### src/rtl/led_fader.sv
// led_fader: eight-channel LED dimmer. Each channel ramps its brightness
// level toward the synchronized garland pattern (or snaps to it when fading
// is disabled), and a free-running 8-bit PWM counter turns the level into
// a registered on/off drive.
`timescale 1ns/1ps

module led_fader #(
    parameter int STEP_DIV = 4096,  // CLK cycles per brightness step tick (>= 2)
    parameter int STEP     = 8      // level change per tick (1..255)
) (
    input  logic       CLK,
    input  logic       RST_N,
    input  logic [7:0] PAT,
    input  logic       FADE_EN,
    output logic [7:0] LED,
    output logic       BUSY
);

    localparam int              PW        = $clog2(STEP_DIV);
    localparam logic [PW-1:0]   PRESC_MAX = PW'(STEP_DIV - 1);
    localparam logic [PW-1:0]   PRESC_ONE = PW'(1);
    localparam logic [8:0]      STEP_9    = 9'(STEP);
    localparam logic [7:0]      STEP_8    = 8'(STEP);
    localparam logic [7:0]      LVL_MAX   = 8'hFF;
    localparam logic [7:0]      LVL_MIN   = 8'h00;

    logic [7:0]        pat_meta;
    logic [7:0]        pat_s;
    logic [PW-1:0]     presc;
    logic              tick;
    logic [7:0]        pwm;
    logic [7:0][7:0]   level;
    logic [7:0][7:0]   level_nxt;
    logic [7:0][7:0]   target;
    logic [7:0]        led_nxt;
    logic              busy_nxt;

    // Brighten by one step, saturating at full scale via the 9-bit carry.
    function automatic logic [7:0] step_up(input logic [7:0] lv);
        logic [8:0] sum;
        sum = {1'b0, lv} + STEP_9;
        return sum[8] ? LVL_MAX : sum[7:0];
    endfunction

    // Dim by one step, clamping at zero instead of wrapping.
    function automatic logic [7:0] step_down(input logic [7:0] lv);
        return (lv >= STEP_8) ? (lv - STEP_8) : LVL_MIN;
    endfunction

    // Two-flop synchronizer: PAT comes from another clock domain.
    always_ff @(posedge CLK or negedge RST_N) begin
        if (!RST_N) begin
            pat_meta <= '0;
            pat_s    <= '0;
        end else begin
            // NOTE: non-blocking so pat_s takes the old pat_meta, giving two real flop stages.
            pat_meta <= PAT;
            pat_s    <= pat_meta;
        end
    end

    // Step prescaler: counts 0..STEP_DIV-1 and wraps; runs regardless of FADE_EN.
    always_ff @(posedge CLK or negedge RST_N) begin
        if (!RST_N) begin
            presc <= '0;
        end else if (tick) begin
            presc <= '0;
        end else begin
            presc <= presc + PRESC_ONE;
        end
    end

    assign tick = (presc == PRESC_MAX);

    // Free-running PWM phase counter, wraps 255 -> 0.
    always_ff @(posedge CLK or negedge RST_N) begin
        if (!RST_N) begin
            pwm <= '0;
        end else begin
            pwm <= pwm + 8'd1;
        end
    end

    // Per-channel target extreme and next level (snap, ramp on tick, or hold).
    always_comb begin
        // NOTE: defaults first so every path assigns every bit and no latch is inferred.
        level_nxt = level;
        target    = '0;
        for (int i = 0; i < 8; i++) begin
            target[i] = pat_s[i] ? LVL_MAX : LVL_MIN;
            if (!FADE_EN) begin
                level_nxt[i] = target[i];
            end else if (tick) begin
                level_nxt[i] = pat_s[i] ? step_up(level[i]) : step_down(level[i]);
            end
        end
    end

    // Level registers; a reset abandons any ramp and restarts every channel dark.
    always_ff @(posedge CLK or negedge RST_N) begin
        if (!RST_N) begin
            // NOTE: only eight bytes of state, so the whole level array is reset rather than left unknown.
            level <= '0;
        end else begin
            level <= level_nxt;
        end
    end

    // PWM compare and busy detection, computed from the current levels.
    always_comb begin
        led_nxt  = '0;
        busy_nxt = 1'b0;
        for (int i = 0; i < 8; i++) begin
            led_nxt[i] = (level[i] == LVL_MAX) | (pwm < level[i]);
            if (level[i] != target[i]) begin
                busy_nxt = 1'b1;
            end
        end
    end

    // Registered outputs so the LED pins are glitch-free.
    always_ff @(posedge CLK or negedge RST_N) begin
        if (!RST_N) begin
            LED  <= '0;
            BUSY <= 1'b0;
        end else begin
            LED  <= led_nxt;
            BUSY <= busy_nxt;
        end
    end

endmodule

### config.mk
export PLATFORM = sky130hd
export DESIGN_NAME = led_fader
export DESIGN_NICKNAME = d
export VERILOG_FILES = /design/src/rtl/led_fader.sv
export SDC_FILE = /design/constraint.sdc
export NUM_CORES = 1
export LEC_CHECK = 0
export CAP_MARGIN = 10
export CORE_UTILIZATION = 30
export CTS_CLUSTER_DIAMETER = 200
export CTS_CLUSTER_SIZE = 24
export DETAILED_ROUTE_END_ITERATION = 10
export PLACE_DENSITY = 0.49
export SYNTH_ARGS = -nofsm -noshare
export SYNTH_HDL_FRONTEND = slang
export SYNTH_SLANG_ARGS = --single-unit
### constraint.sdc
create_clock -name CLK -period 2.7 [get_ports CLK]
set_clock_uncertainty 0.15 [all_clocks]
set_input_delay 0.54 -clock CLK [delete_from_list [all_inputs] [get_ports CLK]]
set_output_delay 0.54 -clock CLK [all_outputs]
set_load 0.05 [all_outputs]
# --- Word level (Yosys, flattened, before mapping) ---
# Cells that the tools add are included.
op_classes:
  n_bitwise: 8
  order_cmp: 16
  eq_ne: 18
  n_mux: 57
  n_addsub: 18
ops:
  columns: ["op", "count"]
  rows:
  - ["2-to-1 mux 8 bit", 48]
  - ["adder 8 x 4 -> 9 bit, second input constant", 8]
  - ["== test 8 bit, second input constant", 8]
  - ["greater-or-equal comparator 8 x 4 -> 1 bit, second input constant", 8]
  - ["< comparator 8 bit", 8]
  - ["inequality test 8 bit", 8]
  - ["subtractor 8 x 4 -> 8 bit, second input constant", 8]
  - ["adder 12 x 1 -> 12 bit, second input constant", 1]
  - ["== test 12 bit, second input constant", 1]
  - ["2-to-1 mux 12 bit", 1]
  - ["adder 8 x 1 -> 8 bit, second input constant", 1]
  - ["2-to-1 mux 1 bit", 8]
  - ["bitwise OR 1 bit", 8]
  - ["inequality test 2 x 1 -> 1 bit, second input constant", 1]
totals:
  ff_bits: 109
  elab_cells: 131
  input_bits: 11

# --- Longest topological paths before layout ---
# Gate-level depths: netlist (run 1).
depth:
  ltp_word: 10
  ltp_mapped: 8
  depth_no_buf: 7

# --- Worst setup path before layout (run 1) ---
# OpenSTA, ideal clock, no wires.
synth_timing:
  path_kind: "register -> register"
  start: "register presc[0]"
  end: "register level[37] (netlist name)"
  period_less_slack_ns: 2.205
  stages_incl_launch_ff: 9
  required_ns: 2.427
  arrival_ns: 1.932
  slack_ns: 0.495
  setup_time_ns: 0.123
  n_path_buf: 2
  cell_sequence: "dfrtp_1 ha_1 inv_1 or3_1 buf_2 or2_1 buf_6 o221a_1 o221a_1"
synth_between:
  elab_chain_len: 2
synth_rtl:
  columns: ["element", "line", "text"]
  rows:
  - ["start, declared", "29", "logic [PW-1:0] presc;"]
  - ["start signal, assigned", "69", "presc <= presc + PRESC_ONE;"]
  - ["== test 12 bit", "73", "assign tick = (presc == PRESC_MAX);"]
  - ["inequality test 2 x 1 -> 1 bit (no line)", null, null]
  - ["end signal, assigned", "105", "level <= level_nxt;"]
  - ["end, declared", "32", "logic [7:0][7:0] level;"]
# Every way passes these cells.
# A chain may end at the register's enable or synchronous reset.

# --- Worst setup path in the final report (run 1) ---
# Same ends and word-level chain as after synthesis.

==> flow_summary.ini, run 1 <==
[worst_setup_path]
rr_endpoint = level[37]$_DFFE_PN0P_
critPathArrivalTime_ns = 2.51
critPathKind = register to register
r2r_slack_ns = 0.27
crit_path_frequent_cell = o221a_1
cp_slowest_cell = or3_1
worstReg2RegStart = presc[0]$_DFF_PN0_
crit_chain = ha_1 > inv_1 > or3_1 > or2_1 > o221a_1 > o221a_1
critPathCaptureType = register
max_stage_delay_ns = 0.50
r2r_cells = 6
path_max_fanout = 10
start_kind = register
cp.required_ns = 2.79
crit_buf_inv = 1
path_delay_family = simple AND/OR/NAND/NOR gates

[global_route]
met3_usage_pct = 2.844
grtUsageTotal_pct = 17.36
grt_use_met2_pct = 28.57
antenna_found_initial = 0
grt_first_pass_wirelength_mm = 32.06
overflow = 0
grtUsageMet1_pct = 23.44
grt_max_degree = 64
grt_pass1_vias = 5923
gr-max-usage-layer = met2

[layout]
multiInputGateArea_um2 = 4089
nNetsFinal = 883
drive_above_1_share_pct = 6.733
utilization_pct = 35.13
fin_area_um2 = 7737
area_delta_synth_final_pct = 13.78
n_fill_cell = 2303
regArea_um2 = 2327
n_antenna_cell = 0

[pwr]
vdd_drop_max_mv = 0.2657
powerDensity_nw_per_um2 = 519.1
p_leak_nw = 3.253

[placed_design]
hpwl_mm = 13.24
numPortBuffers = 19
routabilityCongestion = 0.8211
place_worst_setup_slack_ns = 0.2593
dpl_cell_area_um2 = 7422

[cts]
cts_tree = built
clkLatencyLatePin_ns = 0.35
clock_sinks = 93
clock_path_buffers = 2
cts_buffers = 9
htreeDepth = 3
ctsHoldBuffers = 0
clkSlewWorstSetupHoldPaths_ns = 0.07
cts_setup_buffers = 0
cts_resized = 0
root_buffer = clkbuf_16

[synthesis]
ys_seq_area_share_pct = 34.22
synthArstFlopShare_pct = 100.0
ys.flop_type = dfrtp_1
synth_edf_count = 0
netlist_instances = 783
ys_types = 66
netlist_area_um2 = 6800
synth_top_area_share_pct = 34.22
ys_ff_latch = 93
syn_avg_cell_area_um2 = 8.685
syn_nets = 868
synth_most_common_cell = dfrtp_1
yosys.area.top_type = dfrtp_1
synthTopCellsByCount = dfrtp_1, ha_1, inv_1, a21oi_1, nor2_1
yosys-top-cells-area = dfrtp_1, ha_1, a21oi_1
yosysWarnings = 0

[detailed_routing]
route.detailed.drc = 0
drt_iter0_markers = 319
ant_nets = 0
vias = 6055
via_per_inst = 5.596
drt_first_pass_iters = 4
routedWlPerCell_um = 17.80
drt-total-wl_mm = 19.26

[floorplan]
start_util_pct = 30.87
core_um2 = 22030
die_w_um = 152.6
num_rows = 54
fp.dieH_um = 152.6
die-area_um2 = 23270
ioPinCount = 20

[sta]
report.final.hold_viol_count = 0
fmax_ghz = 0.4117
holdWs_ns = 0.01474
fin_crit_ns = 2.429
setup_tns_ns = 0
fin_ws_ns = 0.2713
worstMarginPinSlew_ns = 0.6875
drv_slew = 0
finalSetupViolations = 0
slew_headroom_pct = 54.16
fin_crit_sh_pct = 89.95
grt_setup_unrepaired = false

[hold_path]
min_path_type = input port to asynchronous set/reset pin

[status]
outcome = complete, no violations

[flow_run]
drv.max_cap_violation_count = 0
[worst max-delay path by stage]
stage	start	to	slack, ns	cells after the start
2_1_floorplan	presc[0]$_DFF_PN0_	level[37]$_DFFE_PN0P_	0.50	8
3_3_place_gp	presc[0]$_DFF_PN0_	level[37]$_DFFE_PN0P_	0.32	6
3_5_place_dp	presc[0]$_DFF_PN0_	level[29]$_DFFE_PN0P_	0.26	6
4_1_cts	presc[0]$_DFF_PN0_	level[37]$_DFFE_PN0P_	0.25	6
5_1_grt	presc[0]$_DFF_PN0_	level[29]$_DFFE_PN0P_	0.03	6
6_report	presc[0]$_DFF_PN0_	level[37]$_DFFE_PN0P_	0.27	6
[state kept, by name, summed over array words and instances, names as in the netlist]
| signal | flops |
|---|---|
| BUSY | 1 |
| LED | 8 |
| level | 48 |
| pat_meta | 8 |
| pat_s | 8 |
| presc | 12 |
| pwm | 8 |
[power breakdown]
group	total (mW)	internal, mW	switching, mW
sequential	1.67	1.51	0.165
combinational	0.950	0.383	0.567
clock	1.39	0.831	0.561
total	4.02	2.72	1.29
[metrics by stage]
step | std cells | power (mW)
5_1_grt | 1082 | 4.268
6_report | 1082 | 4.017
3_5_place_dp | 1067 | 2.647
4_1_cts | 1082 | 4.071
3_3_place_gp | 1067 | 2.648
2_1_floorplan | 783 | 2.331
[cell type report]
type,count,share of cell area [%]
sequential,93,30.08
multi-input combinational,588,52.85
inverter,58,2.814
clock inverter,4,0.9379
clock buffer,11,3.137
tap,280,4.528
timing repair buffer,48,5.660
[metal layers]
layer | up-vias | wire, um | part of all wire (%)
met1 | 2925 | 9097 | 47
li1 | 2984 | - | -
met3 | 23 | 714 | 3.7
met4 | 0 | 338 | 1.8
met2 | 123 | 9114 | 47
met5 | - | 0 | 0
[logic make-up after synthesis]
group,after synthesis,share of synthesized area (%)
flip-flops,93,34.22
XOR/XNOR,19,2.447
adder cells (fa/ha/maj),74,13.62
multiplexers,7,1.067
AND/OR/NAND/NOR,247,18.93
buffers and inverters,102,5.814
AO/OA/AOI/OAI,241,23.90
[layout by cell type (no fill, tap or decap), types with 13 or more instances in the layout]
master	instances
nand3_1	40
o21ai_0	48
nor3_1	36
dfrtp_1	93
or3_1	13
clkdlybuf4s50_1	17
nor2_1	51
buf_4	27
a21oi_1	56
o211ai_1	13
a311oi_1	13
ha_1	74
inv_1	57
nand4_1	14
nand2_1	41
Note: power is estimated with default switching activity, not from simulation.
==> inputs of run 2 (changes only) <==
--- a/config.mk
+++ b/config.mk
@@ -11,6 +11,7 @@
 export CTS_CLUSTER_SIZE = 24
 export DETAILED_ROUTE_END_ITERATION = 10
 export PLACE_DENSITY = 0.49
+export SETUP_SLACK_MARGIN = 0.4
 export SYNTH_ARGS = -nofsm -noshare
 export SYNTH_HDL_FRONTEND = slang
 export SYNTH_SLANG_ARGS = --single-unit
==> run 2 against run 1 <==
Compared with the run above: clock power about the same; register-to-register slack improved by 0.20 ns; sequential cell count unchanged; sequential power about the same; non-clock buffer count increased by 6; worst hold slack improved by 0.0017 ns; count of clock-buffer cells in the layout unchanged; sequential share of layout area decreased by 0.41 points; utilization increased by 0.55 points; critical endpoint is now BUSY$_DFF_PN0_; largest cell class unchanged; highest routed layer unchanged.
==> flow_summary.ini, run 2 (same netlist as run 1, synthesis figures left out) <==
[status]
outcome = complete, no violations

[worst_setup_path]
path_max_fanout = 7
crit_start = level[36]$_DFFE_PN0P_
critPathCaptureType = register
crit_path_frequent_cell = or4_1
path_delay_family = simple AND/OR/NAND/NOR gates
max_stage_delay_ns = 0.58
worstReg2RegStart = level[36]$_DFFE_PN0P_
cp.required_ns = 2.77
crit_chain = or4_1 > o22ai_2 > o2111ai_1 > or4_1
critPathArrivalTime_ns = 2.30
critPathKind = register to register
crit_buf_inv = 0
start_kind = register
cp_slowest_cell = or4_1

[detailed_routing]
vias = 6095
drt_first_pass_iters = 5
ant_nets = 0
route.detailed.drc = 0
via_per_inst = 5.602
drt-total-wl_mm = 19.38
routedWlPerCell_um = 17.82
drt_iter0_markers = 294

[cts]
htreeDepth = 3
cts_tree = built
ctsHoldBuffers = 0
root_buffer = clkbuf_16
clock_sinks = 93
clock_path_buffers = 2
clkSlewWorstSetupHoldPaths_ns = 0.07
cts_buffers = 9
clkLatencyLatePin_ns = 0.35

[layout]
regArea_um2 = 2331
drive_above_1_share_pct = 9.406
n_fill_cell = 2300
largest_reg_flops = 48
largest-register = level
multiInputGateArea_um2 = 4156
final_common_cell = dfrtp_1
final_cell_mix = dfrtp_1, ha_1, inv_1, a21oi_1, nor2_1
nNetsFinal = 889
area_delta_synth_final_pct = 15.55
top_regs = level: 48 flops, presc: 12 flops
n_antenna_cell = 0
utilization_pct = 35.67

[sta]
fin_crit_ns = 2.228
grt_setup_unrepaired = false
finalSetupViolations = 0
fmax_ghz = 0.4489
fin_crit_sh_pct = 82.51
report.final.hold_viol_count = 0
worstMarginPinSlew_ns = 0.6955
setup_tns_ns = 0
slew_headroom_pct = 53.63
drv_slew = 0
fin_ws_ns = 0.4721

[floorplan]
die_w_um = 152.6
start_util_pct = 30.87
ioPinCount = 20
core_um2 = 22030
num_rows = 54
die-area_um2 = 23270
fp.dieH_um = 152.6

[flow_run]
drv.max_cap_violation_count = 0

[placed_design]
numPortBuffers = 19
hpwl_mm = 13.24
routabilityCongestion = 0.8211
place_worst_setup_slack_ns = 0.2593

[hold_path]
min_path_type = input port to asynchronous set/reset pin

[global_route]
grt_pass1_vias = 5942
antenna_found_initial = 0
grt_first_pass_wirelength_mm = 32.16
grt_max_degree = 64
grtUsageTotal_pct = 17.41
overflow = 0

[pwr]
p_leak_nw = 3.293
finalPower_mw = 4.037
powerDensity_nw_per_um2 = 513.8
vdd_drop_max_mv = 0.2661
-- run 2: cell types whose count changed in the layout (fill, tap and decap cells not counted), moves of 2 or more --
cell	delta
dfrtp_2	+3
buf_4	+5
or4_1	-2
or4_4	+2
or3_4	+3
or3_1	-3
dfrtp_1	-3
-- run 2: area by class of cell --
cell class	count	area share (%)
multi-input combinational	588	52.90
sequential	93	29.67
timing repair buffer	54	6.194
tap	280	4.459
clock buffer	11	3.089
inverter	58	2.771
clock inverter	4	0.9236
-- run 2: power breakdown --
group | leakage [nW] | total (mW) | internal (mW) | switching [mW]
clock | 0.152 | 1.39 | 0.831 | 0.557
sequential | 1.09 | 1.67 | 1.51 | 0.164
combinational | 2.05 | 0.975 | 0.397 | 0.578
total | 3.29 | 4.04 | 2.74 | 1.30
-- run 2: metrics by stage --
step	hold WS [ns]	cell area, um^2	std cells
after detailed placement	0.1863	7422	1067
after CTS	0.02774	7770	1082
final	0.01643	7858	1088
after global routing	0.04730	7858	1088
after global placement	0.1830	7422	1067
after floorplan	0.09441	6800	783
-- run 2: repair_timing --
item | in CTS | in global routing
hold endpoints to repair | 0 | 0
setup endpoints to repair | 8 | 6
pin swaps | 0 | 3
resized for setup | 8 | 11
setup buffers | 0 | 6
-- run 2: worst paths after layout --
check                                        end  slack, ns  cells past startpoint
setup reg to reg                  BUSY$_DFF_PN0_       0.47                      4
setup / recovery                  BUSY$_DFF_PN0_       0.47                      4
hold / removal             pat_meta[7]$_DFF_PN0_       0.02                      1
max in group asynchronous  level[38]$_DFFE_PN0P_       1.63                      2
hold reg to reg               pat_s[1]$_DFF_PN0_       0.20                      0
min in group CLK              pat_s[1]$_DFF_PN0_       0.20                      0
-- run 2: routing by layer --
metal	track usage, %	wire length [um]	vias to the layer above
met3	2.673	648	21
met1	23.56	9216	2950
met4	4.810	306	0
met2	28.77	9213	126
li1	-	-	2998
met5	0	0	-
-- run 2: worst reg2reg max path, cell delays in order, from the launching register on --
cell       delay (ns)
dfrtp_1          0.45
or4_1            0.58
o22ai_2          0.25
o2111ai_1        0.16
or4_1            0.51
==> inputs of run 3 (changes only) <==
==> constraint.sdc (replaced) <==
create_clock -name CLK -period 2.2 [get_ports CLK]
set_clock_uncertainty 0.15 [all_clocks]
set_input_delay 0.44 -clock CLK [delete_from_list [all_inputs] [get_ports CLK]]
set_output_delay 0.44 -clock CLK [all_outputs]
set_load 0.05 [all_outputs]
==> run 3 against run 2 <==
Compared with the run above: setup slack got worse by 0.39 ns; maximum frequency up 5.3%; final cell count increased by 12%; die area stayed put.
==> flow_summary.ini, run 3 (same netlist as run 1, synthesis figures left out) <==
[hold_path]
min_path_cells = 0
min_path_type = register to register
min_from = pat_meta[5]$_DFF_PN0_
min_to = pat_s[5]$_DFF_PN0_

[worst_setup_path]
critPathCaptureType = register
critPathKind = register to register
start_kind = register
r2r_cells = 5
cp.required_ns = 2.27
worstReg2RegStart = pat_s[2]$_DFF_PN0_
path_max_fanout = 2
r2r_slack_ns = 0.09
critPathArrivalTime_ns = 2.19
rr_endpoint = BUSY$_DFF_PN0_

[pwr]
powerDensity_nw_per_um2 = 561.4
vdd_drop_max_mv = 0.4481
p_leak_nw = 4.214

[floorplan]
ioPinCount = 20
start_util_pct = 30.87
die-area_um2 = 23270
num_rows = 54
die_w_um = 152.6
fp.dieH_um = 152.6
core_um2 = 22030

[sta]
drv_slew = 0
slew_headroom_pct = 61.35
worstMarginPinSlew_ns = 0.5798
grt_setup_unrepaired = true
fin_crit_sh_pct = 96.14
report.final.hold_viol_count = 0
finalSetupViolations = 0
fin_crit_ns = 2.115
fmax_ghz = 0.4728

[placed_design]
dp.cells = 1148
dpl_cell_area_um2 = 8153
numPortBuffers = 19
routabilityCongestion = 0.8312
hpwl_mm = 14.90

[cts]
cts_tree = built
htreeDepth = 3
cts_buffers = 9
root_buffer = clkbuf_16
clock_path_buffers = 2
clkLatencyLatePin_ns = 0.36
clock_sinks = 93
clkSlewWorstSetupHoldPaths_ns = 0.07

[flow_run]
drv.max_cap_violation_count = 0

[detailed_routing]
drt_first_pass_iters = 7
via_per_inst = 5.554
route.detailed.drc = 0
drt-total-wl_mm = 22.73
vias = 6782
routedWlPerCell_um = 18.62
ant_nets = 0
drt_iter0_markers = 442

[layout]
n_fill_cell = 2049
largest-register = level
top_regs = level: 48 flops, presc: 12 flops
largest_reg_flops = 48
stdcell_count = 1221
n_antenna_cell = 0
final_cell_mix = buf_4, dfrtp_1, ha_1
area_delta_synth_final_pct = 46.07
drive_above_1_share_pct = 34.86
nNetsFinal = 1022
final_common_cell = buf_4
fin_area_um2 = 9933

[status]
outcome = complete, no violations

[global_route]
overflow = 0
grt_pass1_vias = 6462
antenna_found_initial = 0
grt_max_degree = 28
grtUsageTotal_pct = 19.61
grt_first_pass_wirelength_mm = 35.71
## run 3: what timing repair did
| item | 4_1_cts | 5_1_grt |
|---|---|---|
| hold buffers | 1 | 0 |
| setup buffers | 30 | 21 |
| resized for setup | 139 | 110 |
| gates cloned | 6 | 0 |
| hold endpoints to repair | 16 | 0 |
| pin swaps | 52 | 44 |
| setup endpoints to repair | 64 | 69 |
## run 3: worst max-delay path: stages (launching register included)
cell      delay (ns)
dfrtp_1         0.41
or3_1           0.33
a22oi_2         0.21
o221ai_2        0.13
a2111o_1        0.35
or4_1           0.39
## run 3: power by group
group	total [mW]	leakage, nW	switching (mW)	internal [mW]
registers	1.99	1.09	0.130	1.86
clock network	1.88	0.172	0.711	1.17
logic	1.71	2.96	0.977	0.736
total	5.58	4.21	1.82	3.76
## run 3: how the worst max path moves through the flow
stage	slack [ns]	cells past startpoint	endpoint	startpoint
final	0.09	5	BUSY$_DFF_PN0_	pat_s[2]$_DFF_PN0_
after global routing	0.03	6	BUSY$_DFF_PN0_	pat_s[2]$_DFF_PN0_
after CTS	0.08	5	BUSY$_DFF_PN0_	level[17]$_DFFE_PN0P_
after detailed placement	-0.01	5	BUSY$_DFF_PN0_	level[19]$_DFFE_PN0P_
after global placement	0.03	7	level[20]$_DFFE_PN0P_	presc[5]$_DFF_PN0_
after floorplan	0.06	8	level[37]$_DFFE_PN0P_	presc[0]$_DFF_PN0_
## run 3: final cells by class
type / instances / area (um^2) / share of cell area (%)
clock buffers: 11 / 252.7 / 2.544
inverters: 58 / 231.5 / 2.330
clock inverters: 4 / 95.09 / 0.9573
well taps: 280 / 350.3 / 3.527
multi-input cells: 589 / 4807 / 48.39
repair buffers: 186 / 1858 / 18.71
flip-flops and latches: 93 / 2338 / 23.54
## run 3: metal layers
| metal | track usage, % | part of all wire (%) | routed length (um) |
|---|---|---|---|
| met4 | 5.772 | 1.6 | 371 |
| met2 | 31.27 | 48 | 10820 |
| met5 | 0 | 0 | 0 |
| met3 | 3.868 | 4.4 | 1011 |
| met1 | 26.82 | 46 | 10530 |
## run 3: per-stage QoR
step                setup TNS, ns  setup WS [ns]  power (mW)  util (%)  hold WS (ns)
floorplan                       0        0.06190       2.897         -     -0.005591
global placement                0        0.03270       3.435     37.01        0.1839
detailed placement       -0.01150       -0.01150       3.425     37.01        0.1855
CTS                             0        0.07786       5.439     42.38        0.2006
global route                    0        0.03272       5.883     45.10        0.2053
finish                          0        0.08502       5.576     45.10        0.1997
